===== src/rtl/seg7_byte_scan_pkg.sv =====
// seg7_byte_scan_pkg
// Shared constants for the seven-segment byte scanner: digit-state encoding,
// active-low anode patterns, the blank segment pattern and the hex font.
// Segment vectors are ordered {g,f,e,d,c,b,a} and are active-low.
package seg7_byte_scan_pkg;

    typedef enum logic [1:0] {
        D0 = 2'd0,
        D1 = 2'd1,
        D2 = 2'd2,
        D3 = 2'd3
    } digit_e;

    localparam logic [3:0] AN_OFF = 4'b1111;
    localparam logic [3:0] AN_D0  = 4'b1110;
    localparam logic [3:0] AN_D1  = 4'b1101;
    localparam logic [3:0] AN_D2  = 4'b1011;
    localparam logic [3:0] AN_D3  = 4'b0111;

    localparam logic [6:0] SEG_BLANK = 7'b1111111;

    // Index 15 first so that HEX_SEG[n] is the glyph for nibble n.
    localparam logic [15:0][6:0] HEX_SEG = {
        7'b0001110,  // F
        7'b0000110,  // E
        7'b0100001,  // d
        7'b1000110,  // C
        7'b0000011,  // b
        7'b0001000,  // A
        7'b0010000,  // 9
        7'b0000000,  // 8
        7'b1111000,  // 7
        7'b0000010,  // 6
        7'b0010010,  // 5
        7'b0011001,  // 4
        7'b0110000,  // 3
        7'b0100100,  // 2
        7'b1111001,  // 1
        7'b1000000   // 0
    };

endpackage


===== src/rtl/seg7_byte_scan_hex_to_seg7.sv =====
// hex_to_seg7
// Combinational hex-digit decoder for a common-anode seven-segment digit.
// Ports:
//   i_nibble  4-bit value to display
//   o_seg     segments {g,f,e,d,c,b,a}, active-low
module hex_to_seg7
    import seg7_byte_scan_pkg::*;
(
    input  logic [3:0] i_nibble,
    output logic [6:0] o_seg
);

    assign o_seg = HEX_SEG[i_nibble];

endmodule


===== src/rtl/seg7_byte_scan.sv =====
// seg7_byte_scan
// Four-digit multiplexed seven-segment driver. Digits 1:0 show a byte in hex,
// digit 3 shows the 2-bit select index, digit 2 is blank. Inputs are
// snapshotted once per scan frame so the hex pair never shows a torn value.
// Optional feature macro: SEG7_GHOST_BLANK_EN (anode-off gap at slot start).
// Parameters:
//   REFRESH_DIV   clock cycles per digit slot (>= 4)
//   BLANK_CYCLES  anode-off cycles at slot start (< REFRESH_DIV), ghost build only
// Ports:
//   i_clk          system clock
//   i_rst_n        asynchronous active-low reset
//   i_data         byte to display
//   i_sel          byte index shown on digit 3
//   o_an           digit anodes, active-low, o_an[0] rightmost
//   o_seg          cathodes {g,f,e,d,c,b,a}, active-low
//   o_dp           decimal point, active-low (lit on digit 1 only)
//   o_frame_tick   one-cycle pulse when the shadow registers load
module seg7_byte_scan
    import seg7_byte_scan_pkg::*;
#(
    parameter int unsigned REFRESH_DIV  = 50000,
    parameter int unsigned BLANK_CYCLES = 500
) (
    input  logic       i_clk,
    input  logic       i_rst_n,
    input  logic [7:0] i_data,
    input  logic [1:0] i_sel,
    output logic [3:0] o_an,
    output logic [6:0] o_seg,
    output logic       o_dp,
    output logic       o_frame_tick
);

    localparam int unsigned PCNT_W = $clog2(REFRESH_DIV);

    logic [PCNT_W-1:0] r_pcnt;
    digit_e            r_idx;
    logic              r_started;  // low until the first edge after reset
    logic [7:0]        r_data_s;
    logic [1:0]        r_sel_s;

    logic [PCNT_W-1:0] w_pcnt_d;
    digit_e            w_idx_d;
    logic              w_frame_start;
    logic              w_tc;
    logic [3:0]        w_nibble;
    logic [6:0]        w_hex;
    logic [3:0]        w_an;
    logic [6:0]        w_seg;
    logic              w_dp;

    assign w_tc = (r_pcnt == PCNT_W'(REFRESH_DIV - 1));

    hex_to_seg7 u_hex (
        .i_nibble (w_nibble),
        .o_seg    (w_hex)
    );

    // Next-state: prescaler, digit index and frame start.
    always_comb begin
        w_pcnt_d      = r_pcnt + 1'b1;
        w_idx_d       = r_idx;
        w_frame_start = !r_started;
        if (w_tc) begin
            w_pcnt_d = '0;
            unique case (r_idx)
                D0: w_idx_d = D1;
                D1: w_idx_d = D2;
                D2: w_idx_d = D3;
                D3: begin
                    w_idx_d       = D0;
                    w_frame_start = 1'b1;
                end
            endcase
        end
    end

    // Output decode from the current index and shadow; registered below.
    always_comb begin
        w_nibble = r_data_s[3:0];
        w_an     = AN_D0;
        w_seg    = w_hex;
        w_dp     = 1'b1;
        unique case (r_idx)
            D0: begin
                w_nibble = r_data_s[3:0];
                w_an     = AN_D0;
            end
            D1: begin
                w_nibble = r_data_s[7:4];
                w_an     = AN_D1;
                w_dp     = 1'b0;
            end
            D2: begin
                w_an  = AN_D2;
                w_seg = SEG_BLANK;
            end
            D3: begin
                w_nibble = {2'b00, r_sel_s};
                w_an     = AN_D3;
            end
        endcase
`ifdef SEG7_GHOST_BLANK_EN
        // Dark gap lets the previous digit's cathodes settle before the next anode.
        if (32'(r_pcnt) < BLANK_CYCLES) begin
            w_an  = AN_OFF;
            w_seg = SEG_BLANK;
            w_dp  = 1'b1;
        end
`endif
    end

`ifndef SEG7_GHOST_BLANK_EN
    logic w_unused_blank_cfg;
    assign w_unused_blank_cfg = (BLANK_CYCLES < REFRESH_DIV);
`endif

    always_ff @(posedge i_clk or negedge i_rst_n) begin
        if (!i_rst_n) begin
            r_pcnt       <= '0;
            r_idx        <= D0;
            r_started    <= 1'b0;
            r_data_s     <= '0;
            r_sel_s      <= '0;
            o_an         <= AN_OFF;
            o_seg        <= SEG_BLANK;
            o_dp         <= 1'b1;
            o_frame_tick <= 1'b0;
        end else begin
            r_pcnt       <= w_pcnt_d;
            r_idx        <= w_idx_d;
            r_started    <= 1'b1;
            o_an         <= w_an;
            o_seg        <= w_seg;
            o_dp         <= w_dp;
            o_frame_tick <= w_frame_start;
            if (w_frame_start) begin
                r_data_s <= i_data;
                r_sel_s  <= i_sel;
            end
        end
    end

endmodule

===== config.mk =====
export PLATFORM = sky130hd
export DESIGN_NAME = seg7_byte_scan
export DESIGN_NICKNAME = d
export VERILOG_FILES = /design/src/rtl/seg7_byte_scan_pkg.sv /design/src/rtl/seg7_byte_scan_hex_to_seg7.sv /design/src/rtl/seg7_byte_scan.sv
export SDC_FILE = /design/constraint.sdc
export NUM_CORES = 1
export LEC_CHECK = 0
export BUFFER_PORTS_ARGS = -buffer_cell sky130_fd_sc_hd__buf_2
export CAP_MARGIN = 20
export CELL_PAD_IN_SITES_DETAIL_PLACEMENT = 1
export CELL_PAD_IN_SITES_GLOBAL_PLACEMENT = 2
export CORE_MARGIN = 2
export CORE_UTILIZATION = 38
export DETAILED_ROUTE_END_ITERATION = 6
export GPL_ROUTABILITY_DRIVEN = 1
export PLACE_DENSITY = 0.86
export SLEW_MARGIN = 20
export SYNTH_ARGS = -nofsm -noshare
export SYNTH_HDL_FRONTEND = slang
export SYNTH_SLANG_ARGS = --single-unit

===== constraint.sdc =====
create_clock -name i_clk -period 3.1 [get_ports i_clk]
set_clock_uncertainty 0.1 [all_clocks]
set_input_delay 0.31 -clock i_clk [delete_from_list [all_inputs] [get_ports i_clk]]
set_output_delay 0.31 -clock i_clk [all_outputs]
set_load 0.03 [all_outputs]

==> flow_metrics.env, run 1 <==
export IMPL_status="complete, no violations"
export IMPL_drc=0
export IMPL_crit_slowest_cell="dfrtp_1"
export IMPL_ys_ff_latch=41
export IMPL_finalMaxSlewViolations=0
export IMPL_yosysUniqueCellTypes=38
export IMPL_die_y_um=77.4
export IMPL_finalSetupViolCount=0
export IMPL_cts_hold_buf=0
export IMPL_fin_ws_ns=0.447
export IMPL_power_density_mw_per_mm2=473
export IMPL_cp_max_fo=9
export IMPL_max_stage_delay_ns=0.43
export IMPL_switching_share_pct=26.8
export IMPL_min_period_ns=2.65
export IMPL_crit_type="flop to flop"
export IMPL_max_vdd_ir_drop_v=0.000188
export IMPL_viasPerCell=4.86
export IMPL_drive_above_1_share_pct=29.7
export IMPL_drtPass1Iterations=4
export IMPL_wire_per_inst_um=13.3
export IMPL_ys_warnings_count=0
export IMPL_core_area_mm2=0.00514
export IMPL_tightest_slew_ns=0.864
export IMPL_cp_top_family="compound AO/OA/AOI/OAI gates"
export IMPL_crit_path_end_kind="flop"
export IMPL_clk_latency_ns=0.29
export IMPL_clkSlewWorstSetupHoldPaths_ns=0.08
export IMPL_grt_util_all_layers_pct=13.8
export IMPL_power_switching_uw=293
export IMPL_die_area_mm2=0.00598
export IMPL_antenna_cells=0
export IMPL_vias=1323
export IMPL_totalWireLength_um=3620
export IMPL_wl_met3_um=83
export IMPL_cp_required_ns=3.22
export IMPL_cts_sinks=41
export IMPL_seq_area_frac_synth_pct=50.9
export IMPL_synth_fp_nets=198
export IMPL_area_growth_pct=13.0
export IMPL_synth_area_mm2=0.00204
export IMPL_synthFlopType="dfrtp_1"
export IMPL_hold_class="primary input to asynchronous set/reset pin"
export IMPL_wl_met1_um=1820
export IMPL_globalplace_congestion=0.765
export IMPL_top_layer="met4"
export IMPL_p_leak_nw=1.06
export IMPL_numCtsBuffers=5
export IMPL_grt_pass1_vias=1375
export IMPL_synth_cells=173
export IMPL_dr_wl_met2_um=1630
export IMPL_crit_chain="inv_1 > ha_1 > a22o_1 > a21oi_1 > inv_1 > ha_1 > o21ai_0 > o21ai_0 > a221o_1"
export IMPL_synth_edf_count=0
export IMPL_grt_overflow_total=0
export IMPL_post_cts_buffers=0
export IMPL_path_buf_inv=2
export IMPL_antenna_found_initial=0
export IMPL_first_iter_violations=29
export IMPL_rows=26
export IMPL_r2r_slack_ns=0.45
export IMPL_tns_ns=0
export IMPL_dp_slack_ns=0.437
export IMPL_io_pins=25
export IMPL_cts_resized=0
export IMPL_fin_area_mm2=0.00231
export IMPL_pwr_share_comb_pct=15.4
export IMPL_maxCapViolCount=0
export IMPL_grt_pass1_wl_um=6500
export IMPL_cts_buffer_depth=2
export IMPL_drt_antenna_violating_nets=0
export IMPL_portBuffers=24
export IMPL_nets=226
export IMPL_dp_hpwl_um=2670
export IMPL_power_frac_seq_pct=53.9
export IMPL_relSlewSlack_pct=42.4
export IMPL_fmax_ghz=0.377
export IMPL_grt_setup_unrepaired="false"
export IMPL_cts_root_buf="clkbuf_8"
export IMPL_worstSetupStartpointType="flop"
export IMPL_ys_async_sr_fraction_pct=100
export IMPL_finalHoldViolCount=0
export IMPL_chipWidth_um=77.4
export IMPL_syn_avg_cell_area_um2=11.8
export IMPL_htreeDepth=2
export IMPL_min_period_over_period_pct=85.6
export IMPL_arrival_ns=2.77
export IMPL_intPower_uw=801
export IMPL_cts_tree="done"
export IMPL_power_frac_clock_pct=30.6
export IMPL_dpl_cell_area_mm2=0.00222
export IMPL_initial_utilization_pct=39.8
export IMPL_grt_max_degree=42
-- cell usage after synthesis (5+ instances only) --
cell type | count | area share, %
dfrtp_1 | 30 | 37
ha_1 | 13 | 8.0
inv_1 | 12 | 2.2
nor2_1 | 12 | 2.2
dfstp_2 | 11 | 14
mux2_4 | 9 | 6.6
xor2_1 | 9 | 3.9
nand3_1 | 7 | 1.7
o21ai_0 | 7 | 1.7
xnor2_1 | 7 | 3.0
nor3_1 | 6 | 1.5
nand2_1 | 5 | 0.92
-- metrics by stage --
stage                     util [%]  hold WS [ns]  cells  total power, mW
after global routing          45.0         0.108    272             1.15
after detailed placement      43.3         0.383    264            0.772
after CTS                     45.0        0.0644    272             1.11
after global placement        43.3         0.379    264            0.769
final                         45.0        0.0334    272             1.09
after floorplan                  -       -0.0856    173            0.719
-- layer usage --
layer	vias to the layer above	track usage, %
li1	650	-
met2	21	20.6
met4	0	7.50
met5	-	0
met1	647	19.2
met3	5	2.21
-- sequential cells by signal, summed over array words and instances, names as in the netlist --
| register | cells |
|---|---|
| o_frame_tick | 1 |
| r_data_s | 8 |
| r_pcnt | 16 |
| r_started | 1 |
| o_seg | 7 |
| r_sel_s | 2 |
| r_idx | 2 |
| o_an | 4 |
-- placed cells by master, fill, tap and decap left out, types with 2 or more instances in the layout --
cell and count:
nand3_1 7, a31oi_1 2, nor4bb_1 2, nor2b_1 2, clkinv_2 2, and2_1 2, o21ai_0 7, xnor2_1 7
nor3b_1 3, nor3_1 6, nor4_1 3, ha_1 13, nor2_1 12, nand2_1 5, dfrtp_1 30, mux2_2 2
inv_1 12, dfstp_2 11, buf_2 24, mux2_4 9, mux2i_1 3, a22o_1 2, xor2_1 9, buf_4 2
clkbuf_8 5, nand4_1 3, a21oi_1 3, a221o_1 2
-- final cells by class --
type	instances	area, um2
clock buffer	5	68.8
timing repair buffer	26	135
fill	597	2830
multi-input combinational	115	917
inverter	12	45.0
tap	70	87.6
clock inverter	3	17.5
sequential	41	1040
-- power by group through the flow --
stage	registers, mW	logic (mW)	clock network [mW]
floorplan	0.635	0.0846	0
global placement	0.599	0.169	0
detailed placement	0.601	0.171	0
CTS	0.591	0.171	0.350
global route	0.594	0.186	0.372
finish	0.590	0.169	0.335
-- worst reg2reg max path: cells and delay by family (launching register included) --
family                   cells  cell delay (ns)
buffers and inverters        2             0.26
AO/OA/AOI/OAI                5             1.25
adder cells (fa/ha/maj)      2             0.54
flip-flops                   1             0.43
-- final timing paths --
check / start / endpoint / cells past startpoint
worst max-delay path: r_idx[1]$_DFFE_PN0N_ / o_seg[5]$_DFF_PN1_ / 9
worst min-delay path: i_rst_n / r_data_s[1]$_DFFE_PN0P_ / 1
worst max register to register: r_idx[1]$_DFFE_PN0N_ / o_seg[5]$_DFF_PN1_ / 9
worst min register to register: r_pcnt[0]$_DFF_PN0_ / r_pcnt[0]$_DFF_PN0_ / 1
max in group asynchronous: i_rst_n / r_pcnt[7]$_DFF_PN0_ / 1
min in group i_clk: i_sel[0] / r_sel_s[0]$_DFFE_PN0P_ / 2
-- kinds of logic after synthesis --
logic type / count (synthesis) / share of synthesized area (%)
buffers and inverters: 17 / 4.28
other: 1 / 0.183
xor gates and xnor gates: 16 / 6.85
muxes: 14 / 9.18
adders and majority gates: 13 / 7.96
AOI/OAI and AO/OA: 21 / 7.34
and+or+nand+nor: 50 / 13.3
DFF: 41 / 50.9
No activity file was read; power rests on OpenSTA's default activity.
==> run 2: changes to the inputs <==
--- a/config.mk
+++ b/config.mk
@@ -14,6 +14,7 @@
 export DETAILED_ROUTE_END_ITERATION = 6
 export GPL_ROUTABILITY_DRIVEN = 1
 export PLACE_DENSITY = 0.86
+export REMOVE_ABC_BUFFERS = 1
 export SLEW_MARGIN = 20
 export SYNTH_ARGS = -nofsm -noshare
 export SYNTH_HDL_FRONTEND = slang
==> flow_metrics.env, run 2 (synthesis gave the netlist of run 1 again) <==
export IMPL_vias=1320
export IMPL_drt_antenna_violating_nets=0
export IMPL_antenna_cells=0
export IMPL_numCtsBuffers=5
export IMPL_area_growth_pct=15.4
export IMPL_top_register="r_pcnt"
export IMPL_max_vdd_ir_drop_v=0.000246
export IMPL_die_area_mm2=0.00598
export IMPL_seq_area_mm2=0.00104
export IMPL_core_area_mm2=0.00514
export IMPL_r2r_start="r_idx[1]$_DFFE_PN0N_"
export IMPL_arrival_ns=2.81
export IMPL_drive_above_1_share_pct=29.7
export IMPL_maxCapViolCount=0
export IMPL_drc=0
export IMPL_drtPass1Iterations=4
export IMPL_min_period_over_period_pct=87.0
export IMPL_cts_root_buf="clkbuf_8"
export IMPL_post_cts_buffers=0
export IMPL_io_pins=25
export IMPL_worstSetupStartpointType="flop"
export IMPL_rows=26
export IMPL_p_leak_nw=1.09
export IMPL_nets=226
export IMPL_mostFrequentLayoutCell="dfrtp_1"
export IMPL_r2r_slack_ns=0.40
export IMPL_grt_util_all_layers_pct=13.5
export IMPL_cp_required_ns=3.21
export IMPL_dp_hpwl_um=2620
export IMPL_grt_setup_unrepaired="false"
export IMPL_portBuffers=24
export IMPL_crit_type="flop to flop"
export IMPL_finalSetupViolCount=0
export IMPL_wire_per_inst_um=13.6
export IMPL_largest_registers="r_pcnt x16, r_data_s x8, o_seg x7"
export IMPL_relSlewSlack_pct=42.6
export IMPL_first_iter_violations=83
export IMPL_fmax_ghz=0.371
export IMPL_cts_buffer_depth=2
export IMPL_multi_input_area_um2=917
export IMPL_timing_rr_end="o_seg[5]$_DFF_PN1_"
export IMPL_cts_sinks=41
export IMPL_grt_pass1_vias=1295
export IMPL_htreeDepth=2
export IMPL_dpl_cell_area_mm2=0.00222
export IMPL_finalHoldViolCount=0
export IMPL_clkSlewWorstSetupHoldPaths_ns=0.08
export IMPL_nFillCells=594
export IMPL_viasPerCell=4.85
export IMPL_crit_path_end_kind="flop"
export IMPL_final_cell_mix="dfrtp_1 (30), buf_2 (24), ha_1 (13)"
export IMPL_clk_latency_ns=0.29
export IMPL_tns_ns=0
export IMPL_r2r_cells=9
export IMPL_antenna_found_initial=0
export IMPL_die_y_um=77.4
export IMPL_largest_reg_flops=16
export IMPL_grt_pass1_wl_um=6400
export IMPL_tightest_slew_ns=0.860
export IMPL_cp_startpoint="r_idx[1]$_DFFE_PN0N_"
export IMPL_status="complete, no violations"
export IMPL_cts_hold_buf=0
export IMPL_chipWidth_um=77.4
export IMPL_power_density_mw_per_mm2=536
export IMPL_totalWireLength_um=3700
export IMPL_hold_class="primary input to asynchronous set/reset pin"
export IMPL_cp_max_fo=9
export IMPL_min_period_ns=2.70
export IMPL_globalplace_congestion=0.772
export IMPL_grt_max_degree=42
export IMPL_cts_resized=0
export IMPL_initial_utilization_pct=39.8
export IMPL_finalMaxSlewViolations=0
export IMPL_grt_overflow_total=0
export IMPL_cts_tree="done"
export IMPL_fin_area_mm2=0.00236
[run 2: cell count changes in the layout (fill, tap and decap cells not counted)]
cell,delta
bufinv_16,+2
clkinv_2,-1
clkinvlp_4,-1
[run 2: stage by stage]
step / total power [mW] / setup slack (ns) / cells / hold WS, ns / util (%)
2_1_floorplan: 0.715 / 0.803 / 168 / -0.0856 / -
3_3_place_gp: 0.770 / 0.597 / 264 / 0.378 / 43.3
3_5_place_dp: 0.770 / 0.431 / 264 / 0.385 / 43.3
4_1_cts: 1.28 / 0.380 / 272 / 0.0622 / 45.9
5_1_grt: 1.32 / 0.124 / 272 / 0.100 / 45.9
6_report: 1.26 / 0.404 / 272 / 0.0235 / 45.9
[run 2: power breakdown]
part | switching, mW | internal [mW] | leakage, nW | total, mW
registers | 0.0141 | 0.576 | 0.492 | 0.590
logic | 0.100 | 0.0698 | 0.529 | 0.170
clock network | 0.183 | 0.320 | 0.0681 | 0.503
[run 2: worst max-delay path: stages (launching register included)]
cell,delay (ns)
dfrtp_1,0.44
inv_1,0.11
ha_1,0.30
a22o_1,0.24
a21oi_1,0.40
inv_1,0.16
ha_1,0.27
o21ai_0,0.11
o21ai_0,0.12
a221o_1,0.36
[run 2: layer usage]
layer / wire (um) / vias up / GRT usage [%]
li1: - / 649 / -
met3: 150 / 5 / 3.72
met4: 36 / 0 / 3.21
met1: 1950 / 641 / 20.5
met5: 0 / - / 0
met2: 1560 / 25 / 19.0
[run 2: worst max-delay path by stage]
stage	end	slack (ns)	cells after the start
final	o_seg[5]$_DFF_PN1_	0.40	9
after global routing	o_seg[5]$_DFF_PN1_	0.12	9
after CTS	o_seg[5]$_DFF_PN1_	0.38	9
after detailed placement	o_seg[5]$_DFF_PN1_	0.43	9
after global placement	o_seg[5]$_DFF_PN1_	0.60	9
after floorplan	o_seg[5]$_DFF_PN1_	0.80	9
[run 2: cell type report]
class	count	share of cell area [%]
Sequential cell	41	44.1
Multi-Input combinational cell	115	38.9
Timing Repair Buffer	26	5.73
Tap cell	70	3.71
Clock buffer	5	2.92
Clock inverter	3	2.76
Inverter	12	1.91
